===== src/rtl/digit_entry_pkg.sv =====
// Shared types and constants for the keypad digit-entry countdown timer.
package digit_entry_pkg;

  localparam int unsigned DIGIT_W    = 4;
  localparam int unsigned BEEP_CNT_W = 2;
  localparam int unsigned BEEP_TICKS = 3;

  localparam logic [DIGIT_W-1:0] BCD_MAX       = 4'd9;
  localparam logic [DIGIT_W-1:0] SEC_TENS_WRAP = 4'd5;

  typedef enum logic [2:0] {
    ST_IDLE  = 3'd0,
    ST_ENTRY = 3'd1,
    ST_RUN   = 3'd2,
    ST_PAUSE = 3'd3,
    ST_DONE  = 3'd4
  } state_t;

  function automatic logic is_bcd(input logic [DIGIT_W-1:0] d);
    return d <= BCD_MAX;
  endfunction

endpackage


===== src/rtl/digit_entry_bcd_dec_digit.sv =====
// Single BCD digit decrement with borrow chaining and a per-digit wrap value.
module bcd_dec_digit
  import digit_entry_pkg::*;
(
  input  logic [DIGIT_W-1:0] digit,
  input  logic               borrow_in,
  input  logic [DIGIT_W-1:0] wrap,
  output logic [DIGIT_W-1:0] next_digit,
  output logic               borrow_out
);

  always_comb begin
    next_digit = digit;
    borrow_out = 1'b0;
    if (borrow_in) begin
      if (digit == '0) begin
        next_digit = wrap;
        borrow_out = 1'b1;
      end else begin
        next_digit = digit - DIGIT_W'(1);
      end
    end
  end

endmodule


===== src/rtl/digit_entry.sv =====
// MM:SS keypad entry and countdown timer with run/pause/done control.
// Optional beep on completion is enabled by defining DIGIT_ENTRY_BEEP_EN.
module digit_entry
  import digit_entry_pkg::*;
(
  input  logic               clk,
  input  logic               clear,
  input  logic [DIGIT_W-1:0] D,
  input  logic               loadn,
  input  logic               tick_1hz,
  input  logic               start,
  input  logic               stop,
  output logic [DIGIT_W-1:0] min_tens,
  output logic [DIGIT_W-1:0] min_ones,
  output logic [DIGIT_W-1:0] sec_tens,
  output logic [DIGIT_W-1:0] sec_ones,
  output logic               running,
  output logic               done,
  output logic               entry_err,
  output logic               beep
);

  state_t state;
  logic   loadn_prev;

  logic load_edge;
  logic load_window;
  logic load_ok;
  logic load_bad;
  logic digits_zero;
  logic dec_zero;

  logic [DIGIT_W-1:0] so_dec, st_dec, mo_dec, mt_dec;
  logic               b_so, b_st, b_mo;
  logic               dec_unused_borrow;

  // Countdown chain: seconds ones always decrements, borrows ripple upward.
  bcd_dec_digit u_sec_ones (
    .digit(sec_ones), .borrow_in(1'b1), .wrap(BCD_MAX),
    .next_digit(so_dec), .borrow_out(b_so)
  );
  bcd_dec_digit u_sec_tens (
    .digit(sec_tens), .borrow_in(b_so), .wrap(SEC_TENS_WRAP),
    .next_digit(st_dec), .borrow_out(b_st)
  );
  bcd_dec_digit u_min_ones (
    .digit(min_ones), .borrow_in(b_st), .wrap(BCD_MAX),
    .next_digit(mo_dec), .borrow_out(b_mo)
  );
  bcd_dec_digit u_min_tens (
    .digit(min_tens), .borrow_in(b_mo), .wrap(BCD_MAX),
    .next_digit(mt_dec), .borrow_out(dec_unused_borrow)
  );

  always_comb begin
    load_edge   = loadn_prev & ~loadn;
    load_window = (state == ST_IDLE) || (state == ST_ENTRY) || (state == ST_DONE);
    load_ok     = load_edge & load_window & is_bcd(D);
    load_bad    = load_edge & load_window & ~is_bcd(D);
    digits_zero = {min_tens, min_ones, sec_tens, sec_ones} == 16'd0;
    dec_zero    = {mt_dec, mo_dec, st_dec, so_dec} == 16'd0;
  end

  // Control FSM with registered digits and status flags.
  always_ff @(posedge clk) begin
    if (clear) begin
      state      <= ST_IDLE;
      loadn_prev <= 1'b1;
      min_tens   <= '0;
      min_ones   <= '0;
      sec_tens   <= '0;
      sec_ones   <= '0;
      running    <= 1'b0;
      done       <= 1'b0;
      entry_err  <= 1'b0;
    end else begin
      loadn_prev <= loadn;
      entry_err  <= 1'b0;
      case (state)
        ST_IDLE, ST_ENTRY: begin
          if (load_ok) begin
            min_tens <= min_ones;
            min_ones <= sec_tens;
            sec_tens <= sec_ones;
            sec_ones <= D;
            state    <= ST_ENTRY;
          end else if (load_bad) begin
            entry_err <= 1'b1;
          end else if ((state == ST_ENTRY) && start && !digits_zero) begin
            state   <= ST_RUN;
            running <= 1'b1;
          end
        end
        ST_DONE: begin
          if (load_ok) begin
            min_tens <= '0;
            min_ones <= '0;
            sec_tens <= '0;
            sec_ones <= D;
            state    <= ST_ENTRY;
            done     <= 1'b0;
          end else if (load_bad) begin
            entry_err <= 1'b1;
          end
        end
        ST_RUN: begin
          if (stop) begin
            state   <= ST_PAUSE;
            running <= 1'b0;
          end else if (tick_1hz) begin
            min_tens <= mt_dec;
            min_ones <= mo_dec;
            sec_tens <= st_dec;
            sec_ones <= so_dec;
            if (dec_zero) begin
              state   <= ST_DONE;
              running <= 1'b0;
              done    <= 1'b1;
            end
          end
        end
        ST_PAUSE: begin
          if (stop) begin
            min_tens <= '0;
            min_ones <= '0;
            sec_tens <= '0;
            sec_ones <= '0;
            state    <= ST_IDLE;
          end else if (start) begin
            state   <= ST_RUN;
            running <= 1'b1;
          end
        end
        default: begin
          state   <= ST_IDLE;
          running <= 1'b0;
          done    <= 1'b0;
        end
      endcase
    end
  end

`ifdef DIGIT_ENTRY_BEEP_EN
  logic                  enter_done;
  logic [BEEP_CNT_W-1:0] beep_cnt;

  always_comb begin
    enter_done = (state == ST_RUN) && !stop && tick_1hz && dec_zero;
  end

  // Beep holds for a fixed number of ticks after completion; a load cuts it short.
  always_ff @(posedge clk) begin
    if (clear) begin
      beep     <= 1'b0;
      beep_cnt <= '0;
    end else if (enter_done) begin
      beep     <= 1'b1;
      beep_cnt <= '0;
    end else if (beep && (state == ST_DONE) && load_ok) begin
      beep     <= 1'b0;
      beep_cnt <= '0;
    end else if (beep && tick_1hz) begin
      if (beep_cnt == BEEP_CNT_W'(BEEP_TICKS - 1)) begin
        beep     <= 1'b0;
        beep_cnt <= '0;
      end else begin
        beep_cnt <= beep_cnt + BEEP_CNT_W'(1);
      end
    end
  end
`else
  assign beep = 1'b0;
`endif

endmodule


===== config.mk =====
export PLATFORM = sky130hd
export DESIGN_NAME = digit_entry
export DESIGN_NICKNAME = d
export VERILOG_FILES = /design/src/rtl/digit_entry_pkg.sv /design/src/rtl/digit_entry_bcd_dec_digit.sv /design/src/rtl/digit_entry.sv
export SDC_FILE = /design/constraint.sdc
export NUM_CORES = 1
export LEC_CHECK = 0
export CAP_MARGIN = 30
export CORE_UTILIZATION = 55
export DETAILED_ROUTE_END_ITERATION = 10
export PLACE_DENSITY = 0.95
export SYNTH_ARGS = -nofsm -noshare
export SYNTH_HDL_FRONTEND = slang
export SYNTH_SLANG_ARGS = --single-unit

===== constraint.sdc =====
create_clock -name clk -period 3.61 [get_ports clk]
set_input_delay 0.5415 -clock clk [delete_from_list [all_inputs] [get_ports clk]]
set_output_delay 0.5415 -clock clk [all_outputs]
set_load 0.005 [all_outputs]

# [Word-level counts from Yosys, hierarchy flattened]
# Cells that the tools add are included.
[op_classes] reduce_logical=23 bitwise=9 eq_ne=21 add_sub_neg=4 n_mux=55 order_cmp=1
[ops] operator="two-way mux 4 bit" count=21
[ops] operator="one-hot mux 4 bit (4 select lines)" count=3
[ops] operator="logical NOT 16 bit" count=2
[ops] operator="two-way mux 3 bit" count=9
[ops] operator="!= test 2 bit (second input constant)" count=11
[ops] operator="two-way mux 1 bit" count=18
[ops] operator="logical NOT 4 bit" count=4
[ops] operator="subtractor 4 x 1 -> 4 bit (second input constant)" count=4
[ops] operator="!= test 3 bit (second input constant)" count=5
[ops] operator="one-hot mux 3 bit (4 select lines)" count=1
[ops] operator="one-hot mux 4 bit (3 select lines)" count=1
[ops] operator="AND reduction 6 bit" count=2
[ops] operator="AND reduction 5 bit" count=2
[ops] operator="OR reduction 3 bit" count=3
[ops] operator="AND reduction 8 bit" count=1
[ops] operator="== test 3 x 2 -> 1 bit (second input constant)" count=2
[ops] operator="inverter 1 bit" count=5
[ops] operator="AND 1 bit" count=4
[ops] operator="<= comparator 4 bit (second input constant)" count=1
[ops] operator="one-hot mux 1 bit (4 select lines)" count=1
[ops] operator="nonzero test 4 bit" count=1
[ops] operator="== test 3 x 1 -> 1 bit (second input constant)" count=1
[ops] operator="== test 3 bit (second input constant)" count=1
[ops] operator="logical NOT 3 bit" count=1
[ops] operator="7 further kinds" count=9
[word_totals] out_inout_bits=20 in_bits=10 ff_bits=23 word_cells=122

# [Longest topological paths before layout]
[logic_depth] ltp_word=10 depth_mapped=8

# [Modules after synthesis]
# Synthesis repeated with hierarchy kept, for this count alone.
[unflattened] hier_cells=266 hier_area_um2=2107.0
[modules_own_cells] mod="digit_entry" seq_area_each_um2=460.4 area_per_inst_um2=1466.4 n_inst=1 cells_each=174
[modules_own_cells] mod="bcd_dec_digit" seq_area_each_um2=0.0 area_per_inst_um2=160.2 n_inst=4 cells_each=23

# [Worst setup path before layout]
# Ideal clock, no wire load.
[synth_timing] path_kind="reg-to-reg" start="register sec_ones[0]" end="register running" stages_incl_launch_ff=8 slack_ps=1425 arrival_ps=2061 path_buffers=2 path_cell_list="dfxtp_1 > buf_6 > or4_4 > buf_6 > nor4_4 > nand3_1 > o2111ai_1 > mux2_1"
[synth_between] elab_chain_len=8
[synth_lines] element="start, declared" line="digit_entry.sv:16" source="output logic [DIGIT_W-1:0] sec_ones,"
[synth_lines] element="start signal, assigned" line="digit_entry.sv:72" source="sec_ones <= '0;"
[synth_lines] element="start signal, assigned" line="digit_entry.sv:85" source="sec_ones <= D;"
[synth_lines] element="start signal, assigned" line="digit_entry.sv:99" source="sec_ones <= D;"
[synth_lines] element="logical NOT 4 bit" line="digit_entry_bcd_dec_digit.sv:16" source="if (digit == '0) begin"
[synth_lines] element="two-way mux 1 bit" line="digit_entry_bcd_dec_digit.sv:16"
[synth_lines] element="two-way mux 1 bit (2 in a row)" line="digit_entry_bcd_dec_digit.sv:15" source="if (borrow_in) begin"
[synth_lines] element="two-way mux 4 bit" line="digit_entry_bcd_dec_digit.sv:15"
[synth_lines] element="logical NOT 16 bit" line="digit_entry.sv:61" source="dec_zero = {mt_dec, mo_dec, st_dec, so_dec} == 16'd0;"
[synth_lines] element="!= test 3 bit (no source line)"
[synth_lines] element="AND reduction 8 bit (no source line) *"
[synth_lines] element="end signal, assigned" line="digit_entry.sv:73" source="running <= 1'b0;"
[synth_lines] element="end signal, assigned" line="digit_entry.sv:91" source="running <= 1'b1;"
[synth_lines] element="end signal, assigned" line="digit_entry.sv:109" source="running <= 1'b0;"
[synth_lines] element="end, declared" line="digit_entry.sv:17" source="output logic running,"
# Every way passes the cells marked *; elsewhere a longest branch is shown, timed or not.
# A chain may end at the register's enable or synchronous reset.

# [Worst setup path after layout]
[layout_timing] start="register sec_tens[1]" end="register running"
[layout_between] elab_chain_len=8
[layout_lines] element="start, declared" line="digit_entry.sv:15" source="output logic [DIGIT_W-1:0] sec_tens,"
[layout_lines] element="start signal, assigned" line="digit_entry.sv:84" source="sec_tens <= sec_ones;"
[layout_lines] element="start signal, assigned" line="digit_entry.sv:113" source="sec_tens <= st_dec;"
[layout_lines] element="branches (longest 7 deep; another with subtractor 4 x 1 -> 4 bit)"
[layout_lines] element="AND reduction 8 bit (no source line) *"
# Mark *: on every way between the ends.

==> impl_results.md <==
- Clk_lat worst skew: 0.32 ns
- Final Worst Setup Slack: around 1.2 ns
- End of the worst register-to-register path: running
- Core Area: 0.00257 mm^2
- Top_reg_cell synth: dfxtp_1
- Total GRT Usage: about a quarter
- Data required time of the worst path: 3.84 ns
- Final Critical Period: 2.45 ns
- CTS HTree Levels: 1
- Clock Pin Slew Worst Setup and Hold Paths: 0.14 ns
- Hpwl dp: 2690 um
- Post-Syn Instances: about 210
- #FFs+latches synth: 23
- Hold Path Depth: 2
- Hold path startpoint: min_tens[0]
- Clock sink count: 23
- Layout cells sized above 1: under 10%
- Largest family of logic cells by synthesized area: compound AO/OA/AOI/OAI gates
- Initial DRC count: between 100 and 150
- CP max FO: 12
- Clock root buffer: clkbuf_4
- Nets: 237
- Final Total Pwr: 683 uW
- Grt met3 use: ~4.4%
- Largest net degree at the start of global routing: 26
- TNS Setup: 0 ns
- Clock Path Buffers: 2
- Die ar.: 0.00305 mm^2
- Post-CTS repair timing setup buffer count: 0
- Die width: 55.2 um
- Warnings from Yosys: 0
- Maxcap violations: 0
- Fin crit share: between 60% and 70%
- Hold endpoint: min_tens[0]
- WP data arrival: 2.67 ns
- Actual slew at the worst max-slew pin: roughly 0.97 ns
- Clock skew: approximately 0.011 ns
- CTS hold repair buffers: 0
- I/O pins: 30
- Post-route DRC: 0
- Mapped Area: 0.00156 mm^2
- Final cell count without fillers: 256
- Met1 Usage GRT: 39.0%
- GP Congestion: 0.894
- GR Overflow Total: 0
- Initial antenna violation count: 0
- CTS resizes: 0
- Placement row count: 18
- WL/cell: between 15 and 20 um
- Asr flop ratio synth: 0%
- Routed wire length: a little under 4000 um
- I/O Buffers: 28
- CTS tree: built
- Via density: 6.53
- TritonCTS buffer count: 3
- Die Ht: 55.2 um
- Post-Synth XOR/XNOR Area: between 1 and 1.5%
- Status: finished, final reports clean
- Global route hottest layer: met1
- Antenna-violating nets left: 0
- Relative slew slack: 35.5%
- Slew Viols, Final: 0
- Crit path kind: reg -> reg
- Reg2reg start: sec_tens[1]
- Leakage power: 0.000625 uW
- RSZ-0062 raised after global routing: false
- GR Util met2: 38.4%
- Placed cells: 252
- Reg2Reg Setup Slack: 1.16 ns
- Starting Density: about three fifths
- # diodes: 0
- Synthesis-to-layout area growth: 16.8%
- Fraction of synthesized area in multiplexers: 2.09%
- Syn_nets: 223
- Hold Crit Class: reg -> reg
- Number of flops mapped to enable cells by yosys: 0
- Critical Path Source Type: register
- R2R depth: 5
- Max Fclk: 409 MHz
- Worst VDD drop: approximately 0.3 mV
- Vias in the first global route: 1430
- Hold Vio Cnt, Final: 0
- Compound-gate portion of the synthesized area: 30.1%
- CP Capture Type: register
- Seq/Total Area, Yosys: 29.5%
- Setup WS pre-CTS: 0.988 ns
- First-pass GRT wire length: 6580 um
- Simple-gate share of the synthesized area: 29.6%
- Vias: between 1500 and 2000
- Avg Inst Size Synth: 7.32 um^2
- Power Density: 375 mW/mm^2
- First drt pass iteration count: 4
- Final number of setup-violating endpoints: 0
- Synth cell types: 51
- Adder-cell share of the synthesized area: 0%
## cell usage in the layout (no fill, tap or decap), types with 2 or more instances in the layout
cell and n:
nand2_1 21, a221oi_1 2, a21oi_1 23, o21ai_1 10, or4_1 4, inv_1 4
nor2_1 22, a22o_1 4, nand4_1 4, nor2b_1 5, nor4_1 3, clkdlybuf4s50_1 28
o21ai_0 5, mux2_1 2, nand2b_1 4, a32o_1 4, clkbuf_4 3, a211oi_1 7
a31oi_1 2, dfxtp_1 23, nor3_1 13, nand3_1 3, o21a_1 2, buf_4 2
## worst max-delay path by stage
stage,from,slack (ns),endpoint,cells past startpoint
6_report,sec_tens[1],1.16,running,5
3_3_place_gp,stop,1.08,min_ones[3],6
4_1_cts,sec_tens[1],1.17,running,5
3_5_place_dp,stop,0.99,min_ones[3],6
2_1_floorplan,sec_ones[0],1.43,running,7
5_1_grt,sec_ones[0],1.04,running,5
## cell type report
class,instances,area [um^2]
Clock buffer,3,22.5
Clock inverter,1,5.00
Fill cell,217,747
Inverter,4,15.0
Multi-Input combinational cell,165,985
Sequential cell,23,460
Tap cell,30,37.5
Timing Repair Buffer,30,295
## registers in the layout (all words and copies together), names as in the netlist
| name | cells |
|---|---|
| state | 3 |
| entry_err | 1 |
| min_tens | 4 |
| loadn_prev | 1 |
| sec_ones | 4 |
| done | 1 |
| min_ones | 4 |
| sec_tens | 4 |
| running | 1 |
## power by group
| group | total [uW] | internal [uW] | switching (uW) |
|---|---|---|---|
| Sequential | 306 | 271 | 34.7 |
| Clock | 126 | 41.6 | 83.9 |
| Combinational | 252 | 112 | 140 |
| Total | 683 | 425 | 258 |
## critical path, cell delays in order (launching register included)
cell and delay, ns:
dfxtp_1 0.45, or4_1 0.69, nor4_4 0.52, nand3_1 0.19
o2111ai_1 0.15, mux2_1 0.35
## cell families (layout without fill, tap and decap cells)
kind of cell / Yosys count / count (layout)
muxes: 3 / 3
xor gates and xnor gates: 2 / 2
and+or+nand+nor: 88 / 88
AOI/OAI and AO/OA: 71 / 71
DFF: 23 / 23
other: 1 / 1
buffers and inverters: 25 / 38
## Yosys cell counts (2+ instances only)
cell | count | share of area (%)
nor3_1 | 13 | 4.2
o21ai_1 | 10 | 3.2
buf_6 | 2 | 1.4
or4_1 | 4 | 1.9
a22o_1 | 4 | 2.2
inv_1 | 4 | 0.96
a221oi_1 | 2 | 1.1
a211oi_1 | 7 | 3.4
a31oi_1 | 2 | 0.80
nor2_1 | 22 | 5.3
nor2b_1 | 5 | 2.0
nor4_1 | 3 | 1.2
a21oi_1 | 23 | 7.4
nand4_1 | 4 | 1.6
o21a_1 | 2 | 0.96
mux2_1 | 2 | 1.4
a32o_1 | 4 | 2.6
clkbuf_1 | 16 | 3.9
nand2_1 | 21 | 5.1
dfxtp_1 | 23 | 30
nand2b_1 | 4 | 1.6
nand3_1 | 3 | 0.96
o21ai_0 | 5 | 1.6
## per-stage QoR
step / hold WS (ns) / utilization [%] / instance area [um^2]
2_1_floorplan: 0.494 / - / 1560
3_3_place_gp: 0.528 / 69.8 / 1790
3_5_place_dp: 0.527 / 69.8 / 1790
4_1_cts: 0.547 / 70.9 / 1820
5_1_grt: 0.562 / 70.9 / 1820
6_report: 0.542 / 70.9 / 1820
## layer usage
layer  up-vias  part of all wire (%)  wire [um]
li1        812                     -          -
met2        98                    43       1690
met3         6                    10        390
met4         0                  0.92         36
met1       756                    46       1790
met5         -                     0          0
Note: power is estimated with default switching activity, not from simulation.
